==> src/rtl/crc_stream_codec.sv <==
// Streaming CRC encoder/checker: forwards frames through a single output register and either
// appends a CRC beat (encode) or checks the trailing CRC beat (check), keeping frame statistics.
module crc_stream_codec #(
  parameter int unsigned          DATA_WIDTH = 8,  // must be >= CRC_WIDTH
  parameter int unsigned          CRC_WIDTH  = 8,
  parameter logic [CRC_WIDTH-1:0] POLY       = 8'h07,
  parameter logic [CRC_WIDTH-1:0] INIT       = 8'h00,
  parameter logic [CRC_WIDTH-1:0] XOR_OUT    = 8'h00,
  parameter int unsigned          CNT_WIDTH  = 16
) (
  input  logic                  clk,
  input  logic                  rst_n,
  input  logic                  mode,
  input  logic [DATA_WIDTH-1:0] s_data,
  input  logic                  s_valid,
  input  logic                  s_last,
  output logic                  s_ready,
  output logic [DATA_WIDTH-1:0] m_data,
  output logic                  m_valid,
  output logic                  m_last,
  input  logic                  m_ready,
  output logic [CRC_WIDTH-1:0]  crc_value,
  output logic                  done,
  output logic                  crc_err,
  output logic [CNT_WIDTH-1:0]  frame_cnt,
  output logic [CNT_WIDTH-1:0]  err_cnt
);

  typedef enum logic [1:0] {StIdle, StBody, StAppend} state_e;

  // MSB-first, non-reflected fold of a whole beat in one cycle.
  function automatic logic [CRC_WIDTH-1:0] crc_fold(input logic [CRC_WIDTH-1:0] crc_in,
                                                   input logic [DATA_WIDTH-1:0] data);
    logic [CRC_WIDTH-1:0] c;
    logic                 fb;
    c = crc_in;
    for (int i = DATA_WIDTH - 1; i >= 0; i--) begin
      fb = c[CRC_WIDTH-1] ^ data[i];
      c  = (c << 1) ^ (fb ? POLY : '0);
    end
    return c;
  endfunction

  state_e                 state_q, state_d;
  logic                   frame_mode_q, frame_mode_d;
  logic [CRC_WIDTH-1:0]   crc_q, crc_d;
  logic                   app_pend_q, app_pend_d;
  logic [DATA_WIDTH-1:0]  m_data_q, m_data_d;
  logic                   m_valid_q, m_valid_d;
  logic                   m_last_q, m_last_d;
  logic [CRC_WIDTH-1:0]   crc_value_q, crc_value_d;
  logic                   done_q, done_d;
  logic                   crc_err_q, crc_err_d;
  logic [CNT_WIDTH-1:0]   frame_cnt_q, frame_cnt_d;
  logic [CNT_WIDTH-1:0]   err_cnt_q, err_cnt_d;

  logic                   out_free;
  logic                   s_fire;
  logic                   m_fire;
  logic                   cur_mode;
  logic [CRC_WIDTH-1:0]   crc_base;
  logic [CRC_WIDTH-1:0]   crc_next;
  logic [DATA_WIDTH-1:0]  crc_beat;
  logic                   complete;
  logic [CRC_WIDTH-1:0]   fin_crc;
  logic                   fin_err;

  assign out_free = !m_valid_q || m_ready;
  assign s_ready  = (state_q != StAppend) && out_free;
  assign s_fire   = s_valid && s_ready;
  assign m_fire   = m_valid_q && m_ready;

  // Mode and CRC seed come from the live input only on the first beat of a frame.
  assign cur_mode = (state_q == StIdle) ? mode : frame_mode_q;
  assign crc_base = (state_q == StIdle) ? INIT : crc_q;
  assign crc_next = crc_fold(crc_base, s_data);

  always_comb begin
    crc_beat                = '0;
    crc_beat[CRC_WIDTH-1:0] = crc_q ^ XOR_OUT;
  end

  always_comb begin
    state_d      = state_q;
    frame_mode_d = frame_mode_q;
    crc_d        = crc_q;
    app_pend_d   = app_pend_q;
    m_data_d     = m_data_q;
    m_valid_d    = m_valid_q;
    m_last_d     = m_last_q;
    complete     = 1'b0;
    fin_crc      = crc_value_q;
    fin_err      = 1'b0;

    if (m_fire) begin
      m_valid_d = 1'b0;
    end

    unique case (state_q)
      StIdle, StBody: begin
        if (s_fire) begin
          frame_mode_d = cur_mode;
          m_data_d     = s_data;
          m_valid_d    = 1'b1;
          m_last_d     = cur_mode && s_last;
          if (cur_mode && s_last) begin
            // Trailing CRC beat is compared, never folded.
            complete = 1'b1;
            fin_crc  = crc_base ^ XOR_OUT;
            fin_err  = (s_data[CRC_WIDTH-1:0] != (crc_base ^ XOR_OUT));
            crc_d    = INIT;
            state_d  = StIdle;
          end else begin
            crc_d   = crc_next;
            state_d = s_last ? StAppend : StBody;
          end
        end
      end
      StAppend: begin
        if (!app_pend_q) begin
          if (out_free) begin
            m_data_d   = crc_beat;
            m_valid_d  = 1'b1;
            m_last_d   = 1'b1;
            app_pend_d = 1'b1;
          end
        end else if (m_fire) begin
          complete   = 1'b1;
          fin_crc    = crc_q ^ XOR_OUT;
          fin_err    = 1'b0;
          crc_d      = INIT;
          app_pend_d = 1'b0;
          state_d    = StIdle;
        end
      end
      default: begin
        state_d = StIdle;
      end
    endcase
  end

  always_comb begin
    done_d      = complete;
    crc_value_d = crc_value_q;
    crc_err_d   = crc_err_q;
    frame_cnt_d = frame_cnt_q;
    err_cnt_d   = err_cnt_q;
    if (complete) begin
      crc_value_d = fin_crc;
      crc_err_d   = fin_err;
      frame_cnt_d = frame_cnt_q + CNT_WIDTH'(1);
      if (fin_err && (err_cnt_q != '1)) begin
        err_cnt_d = err_cnt_q + CNT_WIDTH'(1);
      end
    end
  end

  always_ff @(posedge clk or negedge rst_n) begin
    if (!rst_n) begin
      state_q      <= StIdle;
      frame_mode_q <= 1'b0;
      crc_q        <= INIT;
      app_pend_q   <= 1'b0;
      m_data_q     <= '0;
      m_valid_q    <= 1'b0;
      m_last_q     <= 1'b0;
      crc_value_q  <= '0;
      done_q       <= 1'b0;
      crc_err_q    <= 1'b0;
      frame_cnt_q  <= '0;
      err_cnt_q    <= '0;
    end else begin
      state_q      <= state_d;
      frame_mode_q <= frame_mode_d;
      crc_q        <= crc_d;
      app_pend_q   <= app_pend_d;
      m_data_q     <= m_data_d;
      m_valid_q    <= m_valid_d;
      m_last_q     <= m_last_d;
      crc_value_q  <= crc_value_d;
      done_q       <= done_d;
      crc_err_q    <= crc_err_d;
      frame_cnt_q  <= frame_cnt_d;
      err_cnt_q    <= err_cnt_d;
    end
  end

  assign m_data    = m_data_q;
  assign m_valid   = m_valid_q;
  assign m_last    = m_last_q;
  assign crc_value = crc_value_q;
  assign done      = done_q;
  assign crc_err   = crc_err_q;
  assign frame_cnt = frame_cnt_q;
  assign err_cnt   = err_cnt_q;

endmodule
==> config.mk <==
export PLATFORM = sky130hd
export DESIGN_NAME = crc_stream_codec
export DESIGN_NICKNAME = d
export VERILOG_FILES = /design/src/rtl/crc_stream_codec.sv
export SDC_FILE = /design/constraint.sdc
export NUM_CORES = 1
export LEC_CHECK = 0
export BUFFER_PORTS_ARGS = -buffer_cell sky130_fd_sc_hd__buf_4
export CORE_ASPECT_RATIO = 0.7
export CORE_UTILIZATION = 55
export DETAILED_ROUTE_END_ITERATION = 6
export GPL_TIMING_DRIVEN = 0
export PLACE_DENSITY = 0.8
export RECOVER_POWER = 25
export SYNTH_ARGS = -nofsm -noshare
export SYNTH_HDL_FRONTEND = slang
export SYNTH_SLANG_ARGS = --single-unit
==> constraint.sdc <==
create_clock -name clk -period 8.2 [get_ports clk]
set_clock_uncertainty 0.2 [all_clocks]
set_input_delay 1.23 -clock clk [delete_from_list [all_inputs] [get_ports clk]]
set_output_delay 1.23 -clock clk [all_outputs]
set_load 0.02 [all_outputs]
==> metrics.csv <==
stage,metric,value,unit
run_status,status,finished with violations,
run_status,failing checks,"capacitance limit, slew limit",
pwr,Leak,1.80,nW
setup_path,Worst R2R Setup Slack,5.14,ns
synth,largest cells by area after synthesis,"dfrtp_1 (51%), xnor2_1 (9.5%), nand2_1 (5.7%), xor2_1 (5.3%), o21ai_0 (4.2%)",
synth,biggest area consumer among synthesized cells,dfrtp_1,
pwr,power per cell area,339,mW/mm2
placement,PortBufs,66,
global_route,GR Util All Layers,0.249,
pwr,Design Power,1.32,mW
setup_path,Critical Path RT,7.71,ns
floorplanning,I/O pin count,67,
clocking,clk root buf,clkbuf_8,
floorplanning,Die Y,65.2,um
clocking,CTS Sinks,64,
final_layout,utilization after layout,0.723,
sta,RSZ-0062 raised after global routing,no,
floorplanning,FP Rows,22,
clocking,CTS buffer count,9,
synth,post-synthesis sequential area ratio,0.511,
clocking,Max clock buf depth,2,
global_route,initial antenna violation count,0,
synth,Most used DFF post-synth,dfrtp_1,
clocking,setup bufs post-CTS,0,
synth,number of distinct library cells after synthesis,41,
final_layout,diode count,0,
sta,Fin Setup TNS,0,ns
global_route,first-pass GRT wire length,11.3,mm
route,First-pass DRT Iterations,4,
setup_path,r2r startpoint,state_q[1],
final_layout,nets@finish,404,
route,initial drt markers,168,
placement,hpwl dp,4.93,mm
setup_path,Crit-path slowest cell,clkbuf_1,
clocking,"Reg clk slew, reported paths",0.07,ns
placement,Final Wtd Congestion,0.834,
synth,"EDFF count, synth",0,
setup_path,FF-to-FF path depth,12,
sta,Max Clk Rate,245,MHz
final_layout,ratio of cells with drive above 1 in the final layout,0.241,
floorplanning,Die Wd,92.2,um
floorplanning,Initial Util,0.584,
final_layout,Layout area overhead,23.7,%
min_path,Hold EP,frame_cnt[15],
flow_run,max cap viols,1,
sta,pin slew with the least headroom to its limit,3.32,ns
synth,Syn Area/Cell,10.2,um2
setup_path,crit path DAT,3.58,ns
route,final WL,6.69,mm
min_path,worst hold start,frame_cnt[15],
synth,Mapped Area,0.00314,mm2
sta,"Hold Vio Cnt, Final",0,
floorplanning,die area,0.00601,mm2
synth,most common cell in the netlist,dfrtp_1,
min_path,WHS Path Cells,1,
final_layout,fin area,0.00388,mm2
sta,max-slew violation count,65,
clocking,CTS tree,built,
sta,min Tclk post-route,4.07,ns
setup_path,CP Class,in -> async,
sta,final setup vio count,0,
placement,cell area after placement,0.00372,mm2
route,via count,2445,
setup_path,Top delay family on crit path,buffers and inverters,
sta,Worst slew margin,-1.22,
synth,synth warn,0,
setup_path,CP peak stage delay,2.30,ns
setup_path,RR Endpoint,err_cnt[13],
clocking,Hold Buf Count CTS,0,
setup_path,CP Buf/Inv Count,1,
clocking,"Clk Latency, worst-skew pair",0.34,ns
synth,post-synth top area share,0.511,
final_layout,Register Area,0.00160,mm2
setup_path,CP Cell Sequence,clkbuf_1,
synth,Post-synth ARST share,1.00,
clocking,Max H-tree Level,3,
floorplanning,CORE AREA,0.00537,mm2
route,DRC errors left,0,
synth,syn nets,327,
route,Via density,5.29,
global_route,largest net degree at the start of global routing,65,
final_layout,Multi-input gate area,0.00146,mm2
setup_path,crit-path max FO,64,
sta,Tcrit/Tclk final,0.497,
setup_path,Worst setup SP type,input pin,
pwr,Max VDD drop,0.208,mV
synth,Commonest cells post-synth,"dfrtp_1 (64), nand2_1 (48), xnor2_1 (34), o21ai_0 (26), nor2_1 (22)",
global_route,vias in the first global route,2334,
sta,Min Hold Slack,0.265,ns
global_route,gr ovfl total,0,
setup_path,endpoint type of the worst setup path,async pin,
route,DR WL/cell,14.5,um
route,Post-DRT Antenna Nets,0,
clocking,# resized after CTS,0,
synth,Gate Count Post-Synth,308,
synth,Yosys reg bits,64,
min_path,Tightest Hold Check Type,reg -> reg,
final_layout,Fillers,430,
[final cells by class]
cell class / count / area share
inverter: 6 / 0.00580
sequential: 64 / 0.413
clock inverter: 3 / 0.00451
multi-input combinational: 229 / 0.377
buffer: 9 / 0.0123
timing repair buffer: 66 / 0.126
clock buffer: 13 / 0.0384
tap: 72 / 0.0232
[logic make-up after synthesis]
family                   after synthesis  share of synthesized area
AND/OR/NAND/NOR                      117                      0.176
flip-flops                            64                      0.511
XOR/XNOR                              53                      0.148
AO/OA/AOI/OAI                         39                     0.0718
buffers and inverters                 15                     0.0223
multiplexers                          15                     0.0515
adder cells (fa/ha/maj)                5                     0.0200
[worst max path at each step]
| stage | end | cells past startpoint | from | slack, ns |
|---|---|---|---|---|
| after floorplan | s_ready | 2 | m_ready | 5.21 |
| after global placement | err_cnt[8] | 10 | s_data[6] | 4.83 |
| after detailed placement | err_cnt[13] | 10 | s_data[6] | 4.77 |
| after CTS | s_ready | 4 | state_q[1] | 4.90 |
| after global routing | err_cnt[11] | 1 | rst_n | 3.44 |
| final | crc_beat[4] | 1 | rst_n | 4.13 |
[placed cells by master (no fill, tap or decap), types with 2 or more instances in the layout]
cell type,synthesis,final
buf_2,5,5
o211ai_1,2,2
nor3_2,2,2
nand2b_1,3,3
buf_4,0,64
mux2i_1,9,9
clkinv_2,0,2
nand3_1,17,17
nand4_1,6,6
and3_1,3,3
dfrtp_1,64,64
nor2b_1,2,2
xor2_1,19,19
nand2_1,48,48
nor3_1,5,5
o21ai_0,26,26
a21oi_1,3,3
xnor2_1,34,34
nor2_1,22,22
inv_1,6,6
mux2_2,5,5
ha_1,5,5
clkbuf_1,2,7
clkbuf_8,0,10
[stage by stage]
stage                     cells  worst slack [ns]
after CTS                   462              4.90
after floorplan             308              5.21
final                       462              4.13
after global placement      446              4.83
after detailed placement    446              4.77
after global routing        462              3.44
[power by group]
part / internal [mW] / total [mW] / switching, mW
Clock: 0.117 / 0.233 / 0.116
Sequential: 0.410 / 0.496 / 0.0856
Combinational: 0.258 / 0.587 / 0.328
[metal layers]
metal / part of all wire / vias to the layer above / global-route usage
li1: - / 1198 / -
met1: 0.50 / 1165 / 0.365
met2: 0.43 / 72 / 0.363
met3: 0.063 / 10 / 0.0613
met4: 0.011 / 0 / 0.0820
met5: 0 / - / 0
[registers in the layout, summed over array words and instances (netlist names), 2 cells and up]
name	flops
crc_beat	8
m_data	8
state_q	2
err_cnt	16
crc_value	8
frame_cnt	16
No activity file was read; power rests on OpenSTA's default activity.
